[src/rtl/decoder_rr_arbiter.sv]
// -----------------------------------------------------------------------------
// decoder_rr_arbiter
//   Eight-requester round-robin arbiter that presents its grant in 3-to-8
//   decoder form (sel + ena) plus the decoded one-hot grant vector. A grant
//   is held while the winner keeps requesting, up to HOLD_MAX cycles. Every
//   release passes through one IDLE cycle before the next grant.
//
// Parameters
//   HOLD_MAX : maximum consecutive cycles one grant is held (1..255)
//
// Ports
//   clk   : in  clock, all state updates on the rising edge
//   rst   : in  asynchronous, active-high reset
//   req   : in  [7:0] request lines, bit i belongs to requester i
//   sel   : out [2:0] index of the granted requester (decoder select)
//   ena   : out decoder enable, high only while a grant is active
//   grant : out [7:0] one-hot grant, zero whenever ena is low
//   busy  : out high while the FSM is in GRANT
// -----------------------------------------------------------------------------
module decoder_rr_arbiter #(
   parameter int HOLD_MAX = 15
) (
   input  logic       clk,
   input  logic       rst,
   input  logic [7:0] req,
   output logic [2:0] sel,
   output logic       ena,
   output logic [7:0] grant,
   output logic       busy
);

   localparam logic [7:0] HOLD_MAX_C = 8'(HOLD_MAX);

   typedef enum logic {
      ST_IDLE  = 1'b0,
      ST_GRANT = 1'b1
   } state_t;

   state_t     state_r;
   logic [2:0] sel_r;
   logic [2:0] ptr_r;
   logic [7:0] cnt_r;
   logic       ena_r;
   logic       busy_r;
   logic [7:0] grant_r;

   logic [2:0] winner_s;
   logic       release_s;

   // First set request bit searching upward from p+1, wrapping 7->0; the
   // last candidate examined is p itself, giving it lowest priority.
   function automatic logic [2:0] rr_pick(input logic [7:0] r, input logic [2:0] p);
      logic [2:0] idx;
      logic       found;
      rr_pick = p;
      found   = 1'b0;
      for (int k = 1; k <= 8; k++) begin
         idx = p + 3'(k);
         if (!found && r[idx]) begin
            rr_pick = idx;
            found   = 1'b1;
         end
      end
   endfunction

   // Round-robin winner for the current request vector and pointer.
   always_comb begin
      winner_s = rr_pick(req, ptr_r);
   end

   // Release condition: granted requester dropped, or hold limit reached.
   always_comb begin
      release_s = 1'b0;
      if ((req[sel_r] == 1'b0) || (cnt_r == HOLD_MAX_C)) begin
         release_s = 1'b1;
      end else begin
         release_s = 1'b0;
      end
   end

   // Arbiter FSM with registered decoder outputs.
   always_ff @(posedge clk or posedge rst) begin
      if (rst) begin
         state_r <= ST_IDLE;
         sel_r   <= 3'd0;
         ptr_r   <= 3'd7;
         cnt_r   <= 8'd0;
         ena_r   <= 1'b0;
         busy_r  <= 1'b0;
         grant_r <= 8'd0;
      end else begin
         case (state_r)
            ST_IDLE: begin
               if (req != 8'd0) begin
                  state_r <= ST_GRANT;
                  sel_r   <= winner_s;
                  cnt_r   <= 8'd1;
                  ena_r   <= 1'b1;
                  busy_r  <= 1'b1;
                  grant_r <= 8'd1 << winner_s;
               end
            end
            ST_GRANT: begin
               // Release wins over any new request at the same edge; the
               // next arbitration happens in the following IDLE cycle.
               if (release_s) begin
                  state_r <= ST_IDLE;
                  ptr_r   <= sel_r;
                  ena_r   <= 1'b0;
                  busy_r  <= 1'b0;
                  grant_r <= 8'd0;
               end else begin
                  cnt_r   <= cnt_r + 8'd1;
               end
            end
            default: begin
               state_r <= ST_IDLE;
               ena_r   <= 1'b0;
               busy_r  <= 1'b0;
               grant_r <= 8'd0;
            end
         endcase
      end
   end

   assign sel   = sel_r;
   assign ena   = ena_r;
   assign busy  = busy_r;
   assign grant = grant_r;

endmodule

[config.mk]
export PLATFORM = sky130hd
export DESIGN_NAME = decoder_rr_arbiter
export DESIGN_NICKNAME = d
export VERILOG_FILES = /design/src/rtl/decoder_rr_arbiter.sv
export SDC_FILE = /design/constraint.sdc
export NUM_CORES = 1
export LEC_CHECK = 0
export BUFFER_PORTS_ARGS = -buffer_cell sky130_fd_sc_hd__buf_2
export CAP_MARGIN = 10
export CORE_UTILIZATION = 59
export CTS_CLUSTER_SIZE = 24
export DETAILED_ROUTE_END_ITERATION = 16
export PLACE_DENSITY = 0.8
export SLEW_MARGIN = 20
export SYNTH_ARGS = -nofsm -noshare
export SYNTH_HDL_FRONTEND = slang
export SYNTH_SLANG_ARGS = --single-unit
[constraint.sdc]
create_clock -name clk -period 4.3 [get_ports clk]
set_input_delay 0.86 -clock clk [delete_from_list [all_inputs] [get_ports clk]]
set_output_delay 0.86 -clock clk [all_outputs]
set_load 0.1 [all_outputs]
* After elaboration in Yosys (flattened, before gate mapping) *
Cells that the tools add are included.

storage, ports and cells
  register bits = 24
  bits of input ports = 10
  output and inout bits = 13
  word-level logic and storage cells = 96

cells by class
  add/sub/neg operators = 8
  magnitude comparators = 9
  equality and inequality tests = 4
  shift operators = 1
  muxes and demuxes = 46
  bitwise gates (word level) = 2
  reductions and logical operators = 20

operators by type and width
  kind                                                    number
  < comparator 3 x 4 -> 1 bit (second input constant)     9
  two-way mux 8 bit                                       4
  one-hot mux 8 bit (2 select lines)                      2
  binary-select mux 1 bit (select 3 bit)                  9
  two-way mux 3 bit                                       8
  two-way mux 1 bit                                       21
  adder 3 bit (second input constant)                     4
  adder 8 x 1 -> 8 bit (second input constant)            1
  equality test 8 x 4 -> 1 bit (second input constant)    1
  AND reduction 2 bit                                     4
  nonzero test 8 bit                                      1
  << shifter 1 x 3 -> 8 bit (first input constant)        1
  logical AND 1 bit                                       7
  zero test 1 bit                                         7
  adder 3 x 2 -> 3 bit (second input constant)            2
  inequality test 2 bit (second input constant)           2
  one-hot mux 1 bit (2 select lines)                      2
  adder 3 x 1 -> 3 bit (second input constant)            1
  inequality test 2 x 1 -> 1 bit (second input constant)  1
  inverter 1 bit                                          2
  logical OR 1 bit                                        1

* Logic depth before layout (Yosys ltp) *
Gate-level depths: netlist (run 1).

  word-level depth = 28
  mapped depth = 13
  gate-level depth less buffers = 9

* Worst setup path before layout (run 1) *
No wires, ideal clock.

  kind = reg-to-reg
  from = register ptr_r[1]
  to = register grant_r[0] (netlist: grant[0])
  arrival time = 3.675 ns
  setup slack = 0.502 ns
  cell stages (with the launch flop) = 13
  buffers on the path = 4
  clock period less this slack = 3.798 ns
  cells stage by stage = dfstp_2 buf_2 clkbuf_1 clkbuf_1 inv_1 ha_1 buf_2 mux4_2 a21oi_1 nor2_1 a2111oi_0 o32ai_4 a32o_1

between the ends
  cells in the longest elaborated chain, start to end = 28
  elaborated cells on any way between the ends = 55
  those cells by class = add/sub: 7; shift: 1; mux: 33; reduce/logical: 14

ends and longest elaborated chain
  what                                     line  text
  start: declaration                       41    logic [2:0] ptr_r;
  start signal: assignment                 108   ptr_r <= sel_r;
  adder 3 x 1 -> 3 bit                     58    idx = p + 3'(k);
  binary-select mux 1 bit (select 3 bit)   59    if (!found && r[idx]) begin
  two-way mux 1 bit (implied by the code)  59
  two-way mux 1 bit                        59
  zero test 1 bit                          59
  logical AND 1 bit                        59
  two-way mux 1 bit                        59
  zero test 1 bit                          59
  [12 not listed]                          n/a
  logical AND 1 bit                        59
  two-way mux 1 bit                        59
  zero test 1 bit                          59
  logical AND 1 bit                        59
  two-way mux 3 bit *                      59
  << shifter 1 x 3 -> 8 bit *              100   grant_r <= 8'd1 << winner_s;
  two-way mux 8 bit *                      94    if (req != 8'd0) begin
  one-hot mux 8 bit (2 select lines) *     92    case (state_r)
  end signal: assignment                   100
  end: declaration                         45    logic [7:0] grant_r;

Mark *: on every way between the ends. The rest lies on a longest branch, timed or not. The select of a mux whose other input is x is not followed.
A chain may end at the register's enable or synchronous reset.

* Worst setup path in the final report (run 1) *
  from = register ptr_r[0]
  to = register sel_r[1] (netlist: sel[1])

between the ends
  cells in the longest elaborated chain, start to end = 25
  elaborated cells on any way between the ends = 52
  those cells by class = add/sub: 7; mux: 31; reduce/logical: 14

ends and longest elaborated chain
  what                                     line  text
  adder 3 x 1 -> 3 bit                     58
  binary-select mux 1 bit (select 3 bit)   59
  two-way mux 1 bit (implied by the code)  59
  two-way mux 1 bit                        59
  zero test 1 bit                          59
  logical AND 1 bit                        59
  two-way mux 1 bit                        59
  zero test 1 bit                          59
  [9 not listed]                           n/a
  logical AND 1 bit                        59
  two-way mux 1 bit                        59
  zero test 1 bit                          59
  logical AND 1 bit                        59
  two-way mux 1 bit                        59
  zero test 1 bit                          59
  logical AND 1 bit                        59
  two-way mux 3 bit *                      59
  end signal: assignment                   96    sel_r <= winner_s;
  end: declaration                         40    logic [2:0] sel_r;

Marked as above.

==> impl_metrics.toml, run 1 <==
[outcome]
run_status = "finished clean"

[timing]
finalSetupViolations = 0
report.final.slew_viol_count = 0
hold_viol = 0
timing.setup.tns_ns = 0
worst_slew_pin_slew_ns = 0.899
skew_ns = 0.00470
grt_setup_unrepaired = "false"
period_minus_slack_ns = 3.41
slew_headroom = 0.400
post-route-period-util = 0.793
fmax_ghz = 0.293

[detailed_routing]
drtIter0Drc = 117
wl_per_cell_um = 17.0
ant_nets = 0
vias = 1818
drc_errors = 0
dr.pass1.iters = 4
via_per_inst = 6.47
wl_um = 4790

[cells_and_area]
layout_common_cells = "nand2_1, buf_2, dfrtp_1, nor2_1, mux2i_1"
drive_gt1_frac = 0.255
antenna-diode-count = 0
layout.nets = 249
layout_commonest_cell = "nand2_1"
syn2layout_area_growth_pct = 7.45

[place]
dpl.hpwl_um = 3490
port_buffers = 22
gp_congestion = 0.868

[floorplanning]
ios = 23
dieWidth_um = 62.8
initial_core_util = 0.634
die_h_um = 62.8
core_um2 = 3440
dieArea_um2 = 3950
fp-row-count = 21

[critical_path]
arrival_ns = 3.53
r2r_start = "ptr_r[0]$_DFFE_PP1P_"
rr_worst_depth = 8
criticalPathCategory = "flop to flop"
path_max_fanout = 12
cp-startpoint = "ptr_r[0]$_DFFE_PP1P_"
start_kind = "flop"
cp.required_ns = 4.42
end_kind = "flop"

[synthesis]
synth_xor_area_frac = 0.0361
ys_warn_count = 0
seq_area_frac_synth = 0.277
syn-cell-area_um2 = 2180
syn_nets = 235
synth-simple-area-share = 0.150
synth_top_family_by_area = "multiplexers"
synth_edf_count = 0
async_reset_ff_frac = 1.00
syn_inst = 222
synth_compound_area_frac = 0.208
synth.avg_cell_area_um2 = 9.83
synth_adder_area_share = 0.0172
ys_seq_elements = 24
synth.mux.area_fraction = 0.253
synth.distinct_cells = 53
yosys_most_used_dff = "dfrtp_1"

[clock_network]
clock_latency_ns = 0.26
htreeDepth = 1
cts_setup_buffers = 0
cts_inserted_buffers = 3
clk_pin_slew_ns = 0.08
cts_sinks = 24
clockBufferDepth = 2
hold_buffers = 0
cts_root_buf = "clkbuf_8"
cts_tree = "done"
postCtsResizedCells = 0

[global_routing]
gr-usage-met2 = 0.431
met3_usage = 0.0420
grt_max_degree = 25
grt_usage = 0.269
grt_pass1_vias = 1795
use_met1 = 0.383
grt_pass1_wl_um = 8420
grt.busiest_layer = "met2"
grt_overflow = 0
antenna_found_initial = 0

[worst_hold_path]
whs_path_depth = 2
worstHoldStart = "grant[4]$_DFFE_PP0P_"
min_path_type = "flop to flop"

[run]
cap_viol_max_count = 0
path summary, 6_finish.rpt:
kind,end,slack [ns]
min reg2reg,grant[4]$_DFFE_PP0P_,0.48
max,sel[1]$_DFFE_PP0P_,0.89
max in group asynchronous,cnt_r[6]$_DFFE_PP0P_,2.97
min in group asynchronous,grant[3]$_DFFE_PP0P_,0.77
min,grant[4]$_DFFE_PP0P_,0.48
max reg2reg,sel[1]$_DFFE_PP0P_,0.89
stage by stage:
step	cell area (µm²)	setup slack, ns	hold WS, ns	utilization	instances
4_1_cts	2340	0.927	0.489	0.681	281
6_report	2340	0.888	0.480	0.681	281
3_3_place_gp	2270	1.01	0.455	0.660	277
2_1_floorplan	2180	0.502	0.467	-	222
5_1_grt	2340	0.645	0.518	0.681	281
3_5_place_dp	2270	0.940	0.470	0.660	277
logic make-up (layout without fill, tap and decap cells):
logic type	Yosys count	after routing
and+or+nand+nor	68	68
adders and majority gates	3	3
AOI/OAI and AO/OA	60	60
xor gates and xnor gates	9	9
muxes	34	34
buffers and inverters	24	37
DFF	24	24
worst max-delay path, cell delays in order (launching register included):
cell     delay (ns)
dfstp_2        0.54
inv_1          0.10
ha_1           0.57
mux4_2         0.62
mux2i_1        0.38
o21ai_0        0.26
or3_1          0.37
o21ai_0        0.26
o21ai_0        0.18
flip-flops by register name, summed over array words and instances (netlist names):
signal / count
sel: 3
ptr_r: 3
busy: 1
state_r: 1
grant: 8
cnt_r: 8
metal layers:
metal / share of wire / up-vias
met5: 0 / -
met4: 0.0065 / 0
met3: 0.053 / 5
met2: 0.47 / 59
met1: 0.47 / 878
li1: - / 876
cell type report:
cell class	instances	area (µm²)
Timing Repair Buffer	25	133
Fill cell	269	1100
Clock inverter	1	30.0
Clock buffer	3	41.3
Tap cell	46	57.6
Inverter	8	30.0
Sequential cell	24	604
Multi-Input combinational cell	174	1450
cell usage after synthesis (all sizes together), types with 4 or more instances:
master	number	area share
or2	4	0.011
o31ai	6	0.021
xor2	7	0.028
nor2	17	0.029
a32o	4	0.018
mux4	13	0.14
nand2	26	0.045
dfrtp	21	0.24
clkbuf	7	0.012
mux2	7	0.036
mux2i	14	0.076
a21oi	10	0.023
o21ai	11	0.025
inv	8	0.014
buf	9	0.033
a211oi	4	0.014
Power of run 1 is left out: the tool's default activity adds up to more than one toggle a clock period on the data nets, which glitch-free logic cannot reach.
==> run 2, diff against run 1 <==
--- a/config.mk
+++ b/config.mk
@@ -7,10 +7,10 @@
 export LEC_CHECK = 0
 export BUFFER_PORTS_ARGS = -buffer_cell sky130_fd_sc_hd__buf_2
 export CAP_MARGIN = 10
-export CORE_UTILIZATION = 59
+export CORE_UTILIZATION = 54
 export CTS_CLUSTER_SIZE = 24
 export DETAILED_ROUTE_END_ITERATION = 16
-export PLACE_DENSITY = 0.8
+export PLACE_DENSITY = 0.77
 export SLEW_MARGIN = 20
 export SYNTH_ARGS = -nofsm -noshare
 export SYNTH_HDL_FRONTEND = slang
==> constraint.sdc (replaced) <==
create_clock -name clk -period 2.95 [get_ports clk]
set_input_delay 0.59 -clock clk [delete_from_list [all_inputs] [get_ports clk]]
set_output_delay 0.59 -clock clk [all_outputs]
set_load 0.1 [all_outputs]
==> run 2 against run 1 <==
  * Global-route usage is 0.86 points lower
  * Hold slack improved by 0.0012 ns
  * Wire length up 16%
  * Die area up 9.0%
  * Clock skew decreased by 0.0025 ns
==> impl_metrics.toml, run 2 (same netlist as run 1, synthesis figures left out) <==
[floorplanning]
die_h_um = 65.6
fp-row-count = 22
core_um2 = 3770
dieWidth_um = 65.6
ios = 23
dieArea_um2 = 4300
initial_core_util = 0.579

[cells_and_area]
layout_common_cells = "nand2_1, buf_2, dfrtp_1, buf_4, nor2_1"
syn2layout_area_growth_pct = 22.2
antenna-diode-count = 0
layout_commonest_cell = "nand2_1"
finalCoreUtilization = 0.707
layout.nets = 270
nFillCells = 267
drive_gt1_frac = 0.406

[place]
gp_congestion = 0.957
dpl.hpwl_um = 3780
port_buffers = 22

[timing]
hold_viol = 0
report.final.slew_viol_count = 0
period_minus_slack_ns = 2.95
skew_ns = 0.00223
fmax_ghz = 0.339
finalSetupViolations = 0
post-route-period-util = 0.999
grt_setup_unrepaired = "true"
worst_slew_pin_slew_ns = 0.899
slew_headroom = 0.400

[clock_network]
cts_tree = "done"
cts_sinks = 24
htreeDepth = 1
clock_latency_ns = 0.26
cts_root_buf = "clkbuf_8"
clockBufferDepth = 2
clk_pin_slew_ns = 0.08
hold_buffers = 0
cts_inserted_buffers = 3

[detailed_routing]
vias = 1983
wl_per_cell_um = 18.2
dr.pass1.iters = 5
wl_met3_um = 308
drc_errors = 0
routed.top_layer = "met4"
wl_um = 5550
ant_nets = 0
via_per_inst = 6.52
drtIter0Drc = 145
route.met2.wl_um = 2630
wl_met1_um = 2550

[global_routing]
grt_max_degree = 25
antenna_found_initial = 0
grt_pass1_wl_um = 8650
grt_usage = 0.260
grt_pass1_vias = 1818
grt_overflow = 0

[run]
cap_viol_max_count = 0

[critical_path]
path_max_fanout = 8
max_stage_delay_ns = 0.67
end_kind = "flop"
crit_chain = "inv_4 > ha_4 > mux4_2 > nand2_2 > nor3b_1 > a22o_1 > a211oi_4 > o32ai_4 > a32o_1"
crit_family = "compound AO/OA/AOI/OAI gates"
slowest_stage = "dfstp_2"
arrival_ns = 3.10
cp.required_ns = 3.10
criticalPathCategory = "flop to flop"
start_kind = "flop"
critPathBufInv = 1

[worst_hold_path]
min_path_type = "flop to flop"

[outcome]
run_status = "finished clean"
-- run 2: final cells by class --
type	count	area (µm²)	area share
inverters	8	40.0	0.0150
well taps	48	60.1	0.0225
repair buffers	45	294	0.110
multi-input cells	175	1620	0.609
flip-flops and latches	24	604	0.227
clock buffers	4	45.0	0.0169
-- run 2: worst reg2reg max path, cell delays in order (launching register included) --
cell,delay (ns)
dfstp_2,0.67
inv_4,0.08
ha_4,0.30
mux4_2,0.60
nand2_2,0.11
nor3b_1,0.06
a22o_1,0.23
a211oi_4,0.33
o32ai_4,0.17
a32o_1,0.28
-- run 2: per-layer routing --
layer | vias up | track usage
met2 | 93 | 0.402
met1 | 969 | 0.385
met4 | 0 | 0.0489
li1 | 915 | -
met3 | 6 | 0.0417
met5 | - | 0
-- run 2: timing repair --
| action | in CTS | in global routing |
|---|---|---|
| setup endpoints to repair | 7 | 10 |
| setup buffers | 0 | 9 |
| gates resized for setup | 2 | 23 |
| gates cloned | 0 | 1 |
| pin swaps | 0 | 7 |
-- run 2: worst paths after layout --
kind | cells past startpoint | to | startpoint | slack, ns
max in group asynchronous | 2 | sel[1]$_DFFE_PP0P_ | rst | 1.89
min in group asynchronous | 2 | grant[5]$_DFFE_PP0P_ | rst | 0.51
min | 2 | grant[5]$_DFFE_PP0P_ | grant[5]$_DFFE_PP0P_ | 0.48
max reg2reg | 9 | grant[1]$_DFFE_PP0P_ | ptr_r[0]$_DFFE_PP1P_ | 0.003
min reg2reg | 2 | grant[5]$_DFFE_PP0P_ | grant[5]$_DFFE_PP0P_ | 0.48
max | 9 | grant[1]$_DFFE_PP0P_ | ptr_r[0]$_DFFE_PP1P_ | 0.003
-- run 2: per-stage QoR --
stage	hold slack [ns]	area, µm²	TNS, ns	worst slack [ns]	cells
3_5_place_dp	0.471	2410	-0.0899	-0.0481	290
3_3_place_gp	0.463	2410	-0.0520	-0.0337	290
2_1_floorplan	0.467	2290	-0.846	-0.155	222
6_report	0.481	2670	0	0.00345	304
4_1_cts	0.490	2460	0	0.0383	294
5_1_grt	0.506	2670	-0.395	-0.0605	304
Power of run 2 is left out for the same reason.
==> run 3, diff against run 2 <==
--- a/config.mk
+++ b/config.mk
@@ -5,12 +5,13 @@
 export SDC_FILE = /design/constraint.sdc
 export NUM_CORES = 1
 export LEC_CHECK = 0
+export ABC_AREA = 1
 export BUFFER_PORTS_ARGS = -buffer_cell sky130_fd_sc_hd__buf_2
 export CAP_MARGIN = 10
-export CORE_UTILIZATION = 54
+export CORE_UTILIZATION = 53
 export CTS_CLUSTER_SIZE = 24
 export DETAILED_ROUTE_END_ITERATION = 16
-export PLACE_DENSITY = 0.77
+export PLACE_DENSITY = 0.76
 export SLEW_MARGIN = 20
 export SYNTH_ARGS = -nofsm -noshare
 export SYNTH_HDL_FRONTEND = slang
==> run 3 against run 2 <==
  * Global-route usage shrank 1.3 points
  * Die area shrank 7.1%
  * Wire length shrank 19%
  * Worst setup slack gained 0.44 ns
  * Clock-buffer cell count is the same
==> impl_metrics.toml, run 3 <==
[outcome]
run_status = "finished clean"

[detailed_routing]
via_per_inst = 5.31
dr.pass1.iters = 4
vias = 1923
wl_per_cell_um = 12.4
drtIter0Drc = 143
wl_um = 4500
drc_errors = 0
ant_nets = 0

[critical_path]
slowest_stage = "dfstp_2"
end_kind = "flop"
r2r_start = "ptr_r[1]$_DFFE_PP1P_"
criticalPathCategory = "flop to flop"
start_kind = "flop"
crit_family = "simple AND/OR/NAND/NOR gates"
cp-startpoint = "ptr_r[1]$_DFFE_PP1P_"
regToRegSetupSlack_ns = 0.45
critPathBufInv = 2
rr_worst_depth = 13
arrival_ns = 2.69
path_max_fanout = 8
r2r-end = "grant[1]$_DFFE_PP0P_"
cp_num_cells = 13
cp.required_ns = 3.13
max_stage_delay_ns = 0.54
crit_chain = "inv_2 > ha_1 > inv_2 > nand3_1 > nand3_2 > nand2_4 > nor2_8 > nand4_4 > nor2_2 > nand3_1 > nand2_1 > nand2_1 > o21bai_1"
cp-endpoint = "grant[1]$_DFFE_PP0P_"

[worst_hold_path]
min_path_type = "primary input to asynchronous set/reset pin"

[clock_network]
cts_root_buf = "clkbuf_8"
postCtsResizedCells = 0
cts_setup_buffers = 0
clock_latency_ns = 0.26
clockBufferDepth = 2
cts_inserted_buffers = 3
cts_sinks = 24
htreeDepth = 1
cts_tree = "done"
hold_buffers = 0
clk_pin_slew_ns = 0.08

[cells_and_area]
layout_common_cells = "nand2_1, nand3_1, inv_1, buf_2, dfrtp_1"
antenna-diode-count = 0
drive_gt1_frac = 0.241
layout_commonest_cell = "nand2_1"
syn2layout_area_growth_pct = 10.3
finalCoreUtilization = 0.631
layout.nets = 330

[synthesis]
ys_seq_elements = 24
post-synth-top-count-cell = "nand2_1"
synth_top_cell_by_area = "dfrtp_1"
yosysTopAreaCellShare = 0.265
yosys-top-cells-count = "nand2_1, nand3_1, inv_1"
syn_inst = 291
seq_area_frac_synth = 0.305
syn-cell-area_um2 = 1980
async_reset_ff_frac = 1.00
synth.distinct_cells = 34
syn_nets = 304
yosys-top-cells-area = "dfrtp_1, nand2_1, nand3_1"
synth_edf_count = 0
ys_warn_count = 0
synth.avg_cell_area_um2 = 6.82
yosys_most_used_dff = "dfrtp_1"

[floorplanning]
initial_core_util = 0.572
die_h_um = 63.2
fp-row-count = 21
dieWidth_um = 63.2
core_um2 = 3470
ios = 23
dieArea_um2 = 3990

[timing]
grt_setup_unrepaired = "false"
hold_viol = 0
fmax_ghz = 0.399
slew_headroom = 0.423
post-route-period-util = 0.849
period_minus_slack_ns = 2.50
skew_ns = 0.00363
report.final.slew_viol_count = 0
finalSetupViolations = 0
worst_slew_pin_slew_ns = 0.865
timing.setup.tns_ns = 0

[global_routing]
grt_pass1_vias = 1778
grt_max_degree = 25
grt_overflow = 0
grt_usage = 0.247
grt_pass1_wl_um = 7870
antenna_found_initial = 0

[run]
cap_viol_max_count = 0

[place]
dpl.hpwl_um = 3610
port_buffers = 22
gp_congestion = 0.891
==> run 3: routing by layer <==
layer,up-vias,track usage,share of wire,wire length [µm]
met5,-,0,0,0
met4,0,0.0881,0.019,86
li1,997,-,-,-
met2,47,0.426,0.48,2150
met3,9,0.0163,0.035,158
met1,870,0.326,0.47,2110
==> run 3: layout make-up <==
| class | instances | area [µm²] |
|---|---|---|
| fill | 326 | 1280 |
| multi-input combinational | 227 | 1210 |
| sequential | 24 | 604 |
| timing repair buffer | 27 | 148 |
| inverter | 34 | 128 |
| tap | 46 | 57.6 |
| clock buffer | 4 | 45.0 |
==> run 3: through the flow <==
stage / instances / area (µm²) / hold WS, ns / setup slack (ns)
5_1_grt: 362 / 2190 / 0.552 / 0.205
3_3_place_gp: 358 / 2140 / 0.469 / 0.478
6_report: 362 / 2190 / 0.497 / 0.446
2_1_floorplan: 291 / 1980 / 0.519 / 0.560
3_5_place_dp: 358 / 2140 / 0.480 / 0.467
4_1_cts: 362 / 2190 / 0.500 / 0.446
==> run 3: how the worst min path moves through the flow <==
stage	end
final	grant[1]$_DFFE_PP0P_
after global placement	busy$_DFFE_PP0P_
after detailed placement	grant[6]$_DFFE_PP0P_
after global routing	grant[2]$_DFFE_PP0P_
after floorplan	cnt_r[5]$_DFFE_PP0P_
after CTS	grant[6]$_DFFE_PP0P_
==> run 3: cells by family (layout without fill, tap and decap cells) <==
kind of cell	after synthesis	after routing	synth area share
and+or+nand+nor	185	185	0.460
xor gates and xnor gates	4	4	0.0290
buffers and inverters	40	65	0.0870
adders and majority gates	3	3	0.0189
AOI/OAI and AO/OA	35	35	0.101
DFF	24	24	0.305
==> run 3: worst register-to-register path: cells and delay by family (launching register included) <==
| kind | cells | cell delay (ns) |
|---|---|---|
| AOI/OAI and AO/OA | 1 | 0.17 |
| and+or+nand+nor | 9 | 1.10 |
| buffers and inverters | 2 | 0.24 |
| adders and majority gates | 1 | 0.39 |
| DFF | 1 | 0.54 |
Power of run 3 is left out for the same reason.
